[config.mk]
export PLATFORM = sky130hd
export DESIGN_NAME = boreal_ledger
export DESIGN_NICKNAME = d
export VERILOG_FILES = /design/src/rtl/boreal_ledger_pkg.sv /design/src/rtl/boreal_ledger_mem.sv /design/src/rtl/boreal_ledger.sv
export SDC_FILE = /design/constraint.sdc
export NUM_CORES = 1
export LEC_CHECK = 0
export CAP_MARGIN = 15
export CORE_ASPECT_RATIO = 0.9
export CORE_UTILIZATION = 30
export DETAILED_ROUTE_END_ITERATION = 16
export SLEW_MARGIN = 20
export SYNTH_ARGS = -nofsm -noshare
export SYNTH_HDL_FRONTEND = slang
export SYNTH_SLANG_ARGS = --single-unit
[constraint.sdc]
create_clock -name clk -period 5.8 [get_ports clk]
set_input_delay 0.58 -clock clk [delete_from_list [all_inputs] [get_ports clk]]
set_output_delay 0.58 -clock clk [all_outputs]
set_load 0.005 [all_outputs]
[src/rtl/boreal_ledger_pkg.sv]
// boreal_ledger_pkg: register offsets, slot base and handshake state type for the ledger responder
package boreal_ledger_pkg;
    localparam logic [31:0] LEDGER_BASE   = 32'h1005_0000;
    localparam logic [7:0]  LEDGER_CTRL   = 8'h00;
    localparam logic [7:0]  LEDGER_STATUS = 8'h04;
    localparam logic [7:0]  LEDGER_APPEND = 8'h08;
    localparam logic [7:0]  LEDGER_SEQ    = 8'h0C;
    localparam logic [7:0]  LEDGER_RDIDX  = 8'h10;
    localparam logic [7:0]  LEDGER_RDDATA = 8'h14;
    localparam logic [7:0]  LEDGER_DIGEST = 8'h18;
    typedef enum logic {ST_IDLE, ST_ACK} ledger_state_t;
endpackage

[src/rtl/boreal_ledger_mem.sv]
// boreal_ledger_mem: DEPTHx32 entry array, synchronous write, asynchronous read, no reset
module boreal_ledger_mem #(
    parameter int DEPTH = 16,
    parameter int AW    = $clog2(DEPTH)
) (
    input  logic          clk,
    input  logic          i_we,
    input  logic [AW-1:0] i_waddr,
    input  logic [31:0]   i_wdata,
    input  logic [AW-1:0] i_raddr,
    output logic [31:0]   o_rdata
);
    logic [31:0] r_mem [DEPTH];
    // store one entry per accepted append
    always_ff @(posedge clk) begin
        if (i_we) r_mem[i_waddr] <= i_wdata;
    end
    assign o_rdata = r_mem[i_raddr];
endmodule

[src/rtl/boreal_ledger.sv]
// boreal_ledger: append-only audit log slave with sequence counter, chained digest and seal
module boreal_ledger
    import boreal_ledger_pkg::*;
#(
    parameter int          DEPTH       = 16,
    parameter logic [31:0] DIGEST_INIT = 32'h5A5A_5A5A
) (
    input  logic        clk,
    input  logic        rst_n,
    input  logic        ledger_sel,
    input  logic        ledger_wr,
    input  logic [31:0] ledger_addr,
    input  logic [31:0] ledger_wdata,
    output logic [31:0] ledger_rdata,
    output logic        ledger_ack,
    output logic        ledger_full,
    output logic        ledger_sealed
);
    localparam int AW = $clog2(DEPTH);
    localparam int CW = AW + 1;

    ledger_state_t r_state, w_next;
    logic [31:0]   r_rdata, r_seq, r_digest;
    logic [AW-1:0] r_head, r_tail;
    logic [CW-1:0] r_count, r_rdidx;
    logic          r_sealed, r_overflow, r_rejected;
    logic          w_access, w_full, w_append, w_rd_hit;
    logic [7:0]    w_off;
    logic [AW-1:0] w_raddr;
    logic [31:0]   w_mem_rdata, w_rdval;
    logic          w_unused;

    function automatic logic [31:0] f_digest(input logic [31:0] d, input logic [31:0] w, input logic [31:0] s);
        return {d[26:0], d[31:27]} ^ w ^ s;
    endfunction

    assign w_unused  = ^{ledger_addr[31:8], ledger_addr[1:0]};
    assign w_off     = {ledger_addr[7:2], 2'b00};
    assign w_full    = r_count == CW'(DEPTH);
    assign w_rd_hit  = r_rdidx < r_count;
    assign w_raddr   = r_head + r_rdidx[AW-1:0];
    assign w_append  = w_access && ledger_wr && w_off == LEDGER_APPEND && !r_sealed && !w_full;

    boreal_ledger_mem #(.DEPTH(DEPTH)) u_mem (
        .clk     (clk),
        .i_we    (w_append),
        .i_waddr (r_tail),
        .i_wdata (ledger_wdata),
        .i_raddr (w_raddr),
        .o_rdata (w_mem_rdata)
    );

    // handshake state register
    always_ff @(posedge clk or negedge rst_n) begin
        if (!rst_n) r_state <= ST_IDLE;
        else        r_state <= w_next;
    end

    // one access per IDLE with sel; ACK always returns to IDLE ignoring sel
    always_comb begin
        w_access = r_state == ST_IDLE && ledger_sel;
        w_next   = w_access ? ST_ACK : ST_IDLE;
    end

    // read data mux over the register map
    always_comb begin
        w_rdval = 32'h0;
        case (w_off)
            LEDGER_CTRL:   w_rdval = {31'h0, r_sealed};
            LEDGER_STATUS: w_rdval = {15'h0, 9'(r_count), 3'h0, r_rejected, r_overflow, r_sealed, w_full, r_count == '0};
            LEDGER_SEQ:    w_rdval = r_seq;
            LEDGER_RDIDX:  w_rdval = 32'(r_rdidx);
            LEDGER_RDDATA: w_rdval = w_rd_hit ? w_mem_rdata : 32'h0;
            LEDGER_DIGEST: w_rdval = r_digest;
            default:       w_rdval = 32'h0;
        endcase
    end

    // commit writes and register read data on the IDLE->ACK transition
    always_ff @(posedge clk or negedge rst_n) begin
        if (!rst_n) begin
            r_rdata    <= '0;
            r_head     <= '0;
            r_tail     <= '0;
            r_count    <= '0;
            r_seq      <= '0;
            r_digest   <= DIGEST_INIT;
            r_sealed   <= 1'b0;
            r_overflow <= 1'b0;
            r_rejected <= 1'b0;
            r_rdidx    <= '0;
        end else if (w_access) begin
            r_rdata <= ledger_wr ? 32'h0 : w_rdval;
            if (ledger_wr) begin
                case (w_off)
                    LEDGER_CTRL: begin
                        if (ledger_wdata[1] && !r_sealed) begin
                            r_head     <= '0;
                            r_tail     <= '0;
                            r_count    <= '0;
                            r_overflow <= 1'b0;
                            r_rejected <= 1'b0;
                        end
                        if (ledger_wdata[0]) r_sealed <= 1'b1;
                    end
                    LEDGER_APPEND: begin
                        if (r_sealed) r_rejected <= 1'b1;
                        else if (w_full) r_overflow <= 1'b1;
                        else begin
                            r_tail   <= r_tail + AW'(1);
                            r_count  <= r_count + CW'(1);
                            r_digest <= f_digest(r_digest, ledger_wdata, r_seq);
                            r_seq    <= r_seq + 32'd1;
                        end
                    end
                    LEDGER_RDIDX: r_rdidx <= ledger_wdata[CW-1:0];
                    default: ;
                endcase
            end
        end
    end

    assign ledger_ack    = r_state == ST_ACK;
    assign ledger_rdata  = r_rdata;
    assign ledger_full   = w_full;
    assign ledger_sealed = r_sealed;
endmodule

After elaboration in Yosys (flattened, before gate mapping)
Memories as Yosys holds them, arrays and structs flattened.
Cells that the tools add are included.
Widths: inputs -> output; s select.
{"block": "word_totals", "register_bits": 114, "ram_bits": 512, "in_bits": 68, "output_inout_bits": 35, "n_memories": 1}
{"name": "u_mem.r_mem", "words": 16, "width": 32, "read_ports": 1, "rd_clocked_by_memory_dff": 0, "wr": 1, "line": "boreal_ledger_mem.sv:13", "text": "logic [31:0] r_mem [DEPTH];"}
{"block": "op_classes", "addsub": 3, "order_cmp": 1, "eq_ne": 12, "mux": 20, "bitwise": 5, "reduce_logical": 17}
{"operator": "$pmux 32 s6", "n": 1}
{"operator": "$mux 32", "n": 2}
{"operator": "$xor 32x32->32", "n": 2}
{"operator": "$add 32x1->32 const B", "n": 1}
{"operator": "$eq 6x3->1 const B", "n": 3}
{"operator": "$mux 5", "n": 3}
{"operator": "$eq 6x2->1 const B", "n": 2}
{"operator": "$mux 4", "n": 3}
{"operator": "$reduce_and 6->1", "n": 2}
{"operator": "$ne 2x2->1 const B", "n": 5}
{"operator": "$pmux 5 s2", "n": 1}
{"operator": "$reduce_and 5->1", "n": 2}
{"operator": "$logic_not 8->1", "n": 1}
{"operator": "$pmux 4 s2", "n": 1}
{"operator": "$mux 1", "n": 7}
{"operator": "$eq 6x1->1 const B", "n": 1}
{"operator": "$logic_and 1x1->1", "n": 6}
{"operator": "$add 5x1->5 const B", "n": 1}
{"operator": "$eq 5x5->1 const B", "n": 1}
{"operator": "$logic_not 5->1", "n": 1}
{"operator": "$lt 5x5->1", "n": 1}
{"operator": "$add 4x1->4 const B", "n": 1}
{"operator": "$pmux 1 s2", "n": 2}
{"operator": "$reduce_and 4->1", "n": 1}
{"operator": "other kinds (4)", "n": 7}

Longest topological paths before layout
{"block": "logic_depth", "ltp_word": 8, "mapped_depth": 8, "depth_no_buf": 7}

Hierarchy
From an unflattened synthesis, not the netlist that was laid out.
{"block": "hier_totals", "hier_cells": 1400, "area_unflattened_um2": 25463.2}
{"module": "boreal_ledger_mem", "instances": 1, "cells_each": 806, "area_per_inst_um2": 19194.7, "seq_area_each_um2": 15374.7}
{"module": "boreal_ledger", "instances": 1, "cells_each": 594, "area_per_inst_um2": 6268.5, "seq_area_each_um2": 2872.8}

Least setup slack after synthesis
No wires, ideal clock.
{"block": "synth_timing", "path_type": "input -> register", "startpoint": "input port ledger_addr[4]", "endpoint": "memory u_mem.r_mem[0][0] (enable)", "t_arrival_ps": 4861, "required_ps": 5287, "setup_slack_ps": 426, "stages": 5, "path_buffers": 2, "cell_sequence": "nor4_4 -> buf_4 -> buf_2 -> nand4_1 -> nor4b_1"}
{"block": "synth_between", "elab_chain_cells": 6}
{"element": "start, declared", "line": "boreal_ledger.sv:12", "text": "input logic [31:0] ledger_addr,"}
{"element": "$eq 6x2->1", "line": "boreal_ledger.sv:42", "text": "assign w_append = w_access && ledger_wr && w_off == LEDGER_APPEND && !r_sealed && !w_full;"}
{"element": "$logic_and 1x1->1 (3 in series)", "line": "boreal_ledger.sv:42"}
{"element": "$mux 1", "line": "boreal_ledger_mem.sv:16", "text": "if (i_we) r_mem[i_waddr] <= i_wdata;"}
{"element": "$mux 1 (implied by the code)", "line": "boreal_ledger_mem.sv:16"}
{"element": "end, declared", "line": "boreal_ledger_mem.sv:13"}
No other way between the ends.

Worst setup path in the final report
{"block": "layout_timing", "startpoint": "register r_count[0]", "endpoint": "memory u_mem.r_mem[5][1] (enable)"}
{"block": "layout_between", "elab_chain_cells": 5}
{"element": "start, declared", "line": "boreal_ledger.sv:25", "text": "logic [CW-1:0] r_count, r_rdidx;"}
{"element": "start signal, assigned", "line": "boreal_ledger.sv:111", "text": "r_count <= r_count + CW'(1);"}
{"element": "$eq 5x5->1", "line": "boreal_ledger.sv:39", "text": "assign w_full = r_count == CW'(DEPTH);"}
{"element": "$logic_not 1->1", "line": "boreal_ledger.sv:42"}
{"element": "$logic_and 1x1->1", "line": "boreal_ledger.sv:42"}
{"element": "$mux 1", "line": "boreal_ledger_mem.sv:16"}
{"element": "$mux 1 (implied by the code)", "line": "boreal_ledger_mem.sv:16"}
No other way between the ends.

==> out/qor.yml <==
global_routing:
  grt_use_met3_pct: 2.854
  track_usage_pct: 14.85
  antenna_found_initial: 3
  grt_max_degree: 62
  grt_pass1_vias: 13620
  gr-total-overflow: 0
  grt.met1_usage_pct: 21.20
  busiest_layer: "met2"
  grt_pass1_wl_um: 93360
  grtUsageMet2_pct: 23.39
cells_and_area:
  layout-drive-gt1-share_pct: 20.51
  final_cells: 2688
  syn_to_final_growth_pct: 16.21
  finish.utilization_pct: 35.25
  postLayoutCellArea_um2: 29760
  antenna_cells: 0
  finalNetCount: 1585
critical_path:
  reg2reg_slack_ns: 2.38
  crit_required_ns: 6.07
  r2r-start: "r_count[0]$_DFFE_PN0P_"
  worstSetupStartpointType: "flop"
  max_stage_delay_ns: 0.81
  crit_top_cell: "inv_1"
  critPathKind: "reg2reg"
  rr_worst_depth: 8
  path_cells: "inv_1 > ha_1 > nand4bb_1 > inv_1 > nor2_1 > and4_1 > and4b_2 > buf_4"
  crit_slowest_cell: "and4b_2"
  end_kind: "flop"
  crit_arrival_ns: 3.70
  critPathMaxFanout: 18
  reg2reg_to: "u_mem.r_mem[5][1]$_DFFE_PP_"
pwr:
  p_leak_nw: 9.515
  peakVddDrop_mv: 0.1967
  p_total_mw: 9.417
  p_per_area_nw_per_um2: 316.5
detailed_routing:
  viasPerCell: 5.070
  antenna_left: 0
  avgRoutedWirePerCell_um: 23.79
  wl_um: 63940
  initialDrtViolationCount: 1348
  drtPass1Iterations: 7
  vias: 13630
  drc: 0
run_status:
  status: "finished clean"
synth:
  ys_ff_latch: 626
  synth_cell_types: 65
  syn_avg_cell_area_um2: 18.05
  synthCells: 1419
  ys_warn_count: 0
  ys.flop_type: "edfxtp_1"
  async_reset_ff_share_pct: 18.21
  synth-edff-count: 512
  synth_area_um2: 25610
  synth_seq_area_share_pct: 71.26
  syn-num-nets: 1498
timing:
  worst_pin_slew_ns: 1.162
  skew_ns: 0.02814
  rsz0062_at_grt: "no"
  fmax_ghz: 0.2922
  relSlewSlack_pct: 22.51
  setup_ws_ns: 2.377
  final.min_clock_period_ns: 3.423
  finalMaxSlewViolations: 0
  tns_ns: 0
  period_share_pct: 59.01
  finalHoldViolCount: 0
  setup_viol: 0
  finalHoldWorstSlack_ns: 0.0004908
placement:
  numPortBuffers: 76
  placed_cell_area_um2: 27670
  pre_cts_ws_ns: 1.880
  placedCellCount: 2571
  hpwl_um: 38490
  gp_congestion: 0.8574
cts:
  cts_resized: 0
  cts_buffer_depth: 3
  hold_buffers: 0
  clk_pin_slew_ns: 0.06
  cts_setup_buffers: 0
  htree_levels: 3
  clk_latency_ns: 0.61
  cts_num_sinks: 626
  ctsRootBufferMaster: "clkbuf_16"
  cts_tree: "done"
  cts_inserted_buffers: 66
die:
  io_pins: 103
  die_h_um: 279.2
  row_count: 101
  core_um2: 84420
  initial_core_util_pct: 30.34
  fp.dieW_um: 310.0
  die_area_um2: 86540
worst_hold_path:
  min_path_type: "in2async"
flow_run:
  cap_violations: 0
## kinds of logic (layout without fill, tap and decap cells)
group	count (synthesis)	count (layout)	synth area share, %
flip-flops	626	626	71.26
multiplexers	152	152	12.23
XOR/XNOR	96	96	3.283
adder cells (fa/ha/maj)	11	11	0.5374
AO/OA/AOI/OAI	176	176	5.370
AND/OR/NAND/NOR	250	250	5.428
buffers and inverters	108	244	1.891
## worst max-delay path, delay by kind of cell, from the launching register on
family	cells	cell delay (ns)
flops	1	0.47
fa+ha+maj	1	0.21
simple gates	4	1.68
buf+inv	3	0.72
## registers in the layout (all words and copies together) (netlist names)
| register | flops |
|---|---|
| u_mem.r_mem | 512 |
| ledger_rdata | 32 |
| r_digest | 32 |
| r_seq | 32 |
| r_count | 5 |
| r_rdidx | 5 |
| r_tail | 4 |
| ledger_ack | 1 |
| ledger_sealed | 1 |
| r_overflow | 1 |
| r_rejected | 1 |
## worst max path at each step
stage / from / end
2_1_floorplan: ledger_addr[4] / u_mem.r_mem[0][0]$_DFFE_PP_
3_3_place_gp: ledger_addr[4] / u_mem.r_mem[5][0]$_DFFE_PP_
3_5_place_dp: ledger_addr[4] / u_mem.r_mem[5][0]$_DFFE_PP_
4_1_cts: r_count[0]$_DFFE_PN0P_ / u_mem.r_mem[5][9]$_DFFE_PP_
5_1_grt: r_count[0]$_DFFE_PN0P_ / u_mem.r_mem[5][9]$_DFFE_PP_
6_report: r_count[0]$_DFFE_PN0P_ / u_mem.r_mem[5][1]$_DFFE_PP_
## metal layers
| layer | vias up | wire (µm) |
|---|---|---|
| met5 | - | 14 |
| met4 | 2 | 1060 |
| met3 | 75 | 3500 |
| met2 | 405 | 30280 |
| met1 | 7224 | 29090 |
| li1 | 5923 | - |
## placed cells by master, fill, tap and decap left out, drive strengths merged, types with 19 or more instances in the layout
cell type,count
nand3,64
o221ai,24
xnor2,46
xor2,50
o21ai,38
o22ai,32
dfrtp,98
nand2,66
inv,24
edfxtp,512
clkbuf,87
buf,31
clkinv,22
clkdlybuf4s50,75
mux4,128
nor2,19
## where the power goes
part,internal (mW),switching [mW],leakage (nW)
logic,0.174,0.244,2.42
clock network,2.38,1.72,1.02
registers,4.87,0.0274,6.08
## cell type report
type / count / area (µm²)
clock buffer: 87 / 1814
clock inverter: 30 / 260.3
fill: 7944 / 54660
inverter: 21 / 78.83
multi-input combinational: 685 / 6945
sequential: 626 / 18260
tap: 1133 / 1418
timing repair buffer: 106 / 983.4
## cells in the mapped netlist, drive strengths merged (4+ instances only)
| cell type | number | area (µm²) |
|---|---|---|
| a31o | 5 | 43.79 |
| or4 | 4 | 30.03 |
| o311ai | 5 | 43.79 |
| and2 | 10 | 62.56 |
| and4b | 8 | 80.08 |
| a221o | 14 | 140.1 |
| o21ai | 38 | 190.2 |
| dfstp | 16 | 420.4 |
| clkbuf | 42 | 158.9 |
| mux4 | 128 | 2883 |
| nand2 | 66 | 247.7 |
| nand3 | 64 | 320.3 |
| mux2i | 16 | 160.2 |
| a21oi | 15 | 75.07 |
| inv | 21 | 78.83 |
| xnor2 | 46 | 402.9 |
| edfxtp | 512 | 15370 |
| a22oi | 12 | 90.09 |
| o22ai | 32 | 200.2 |
| nor2 | 19 | 71.32 |
| and4 | 11 | 96.34 |
| and3 | 4 | 25.02 |
| nor3 | 14 | 70.07 |
| o22a | 11 | 96.34 |
| mux2 | 8 | 90.09 |
| nand2b | 6 | 37.54 |
| ha | 11 | 137.6 |
| buf | 45 | 246.5 |
| o221ai | 24 | 272.8 |
| xor2 | 50 | 437.9 |
| a41oi | 4 | 42.55 |
| nand4 | 10 | 68.81 |
| dfrtp | 98 | 2452 |
| nor4b | 6 | 67.56 |
| nor4 | 17 | 121.4 |
(Power assumes the default switching activity.)
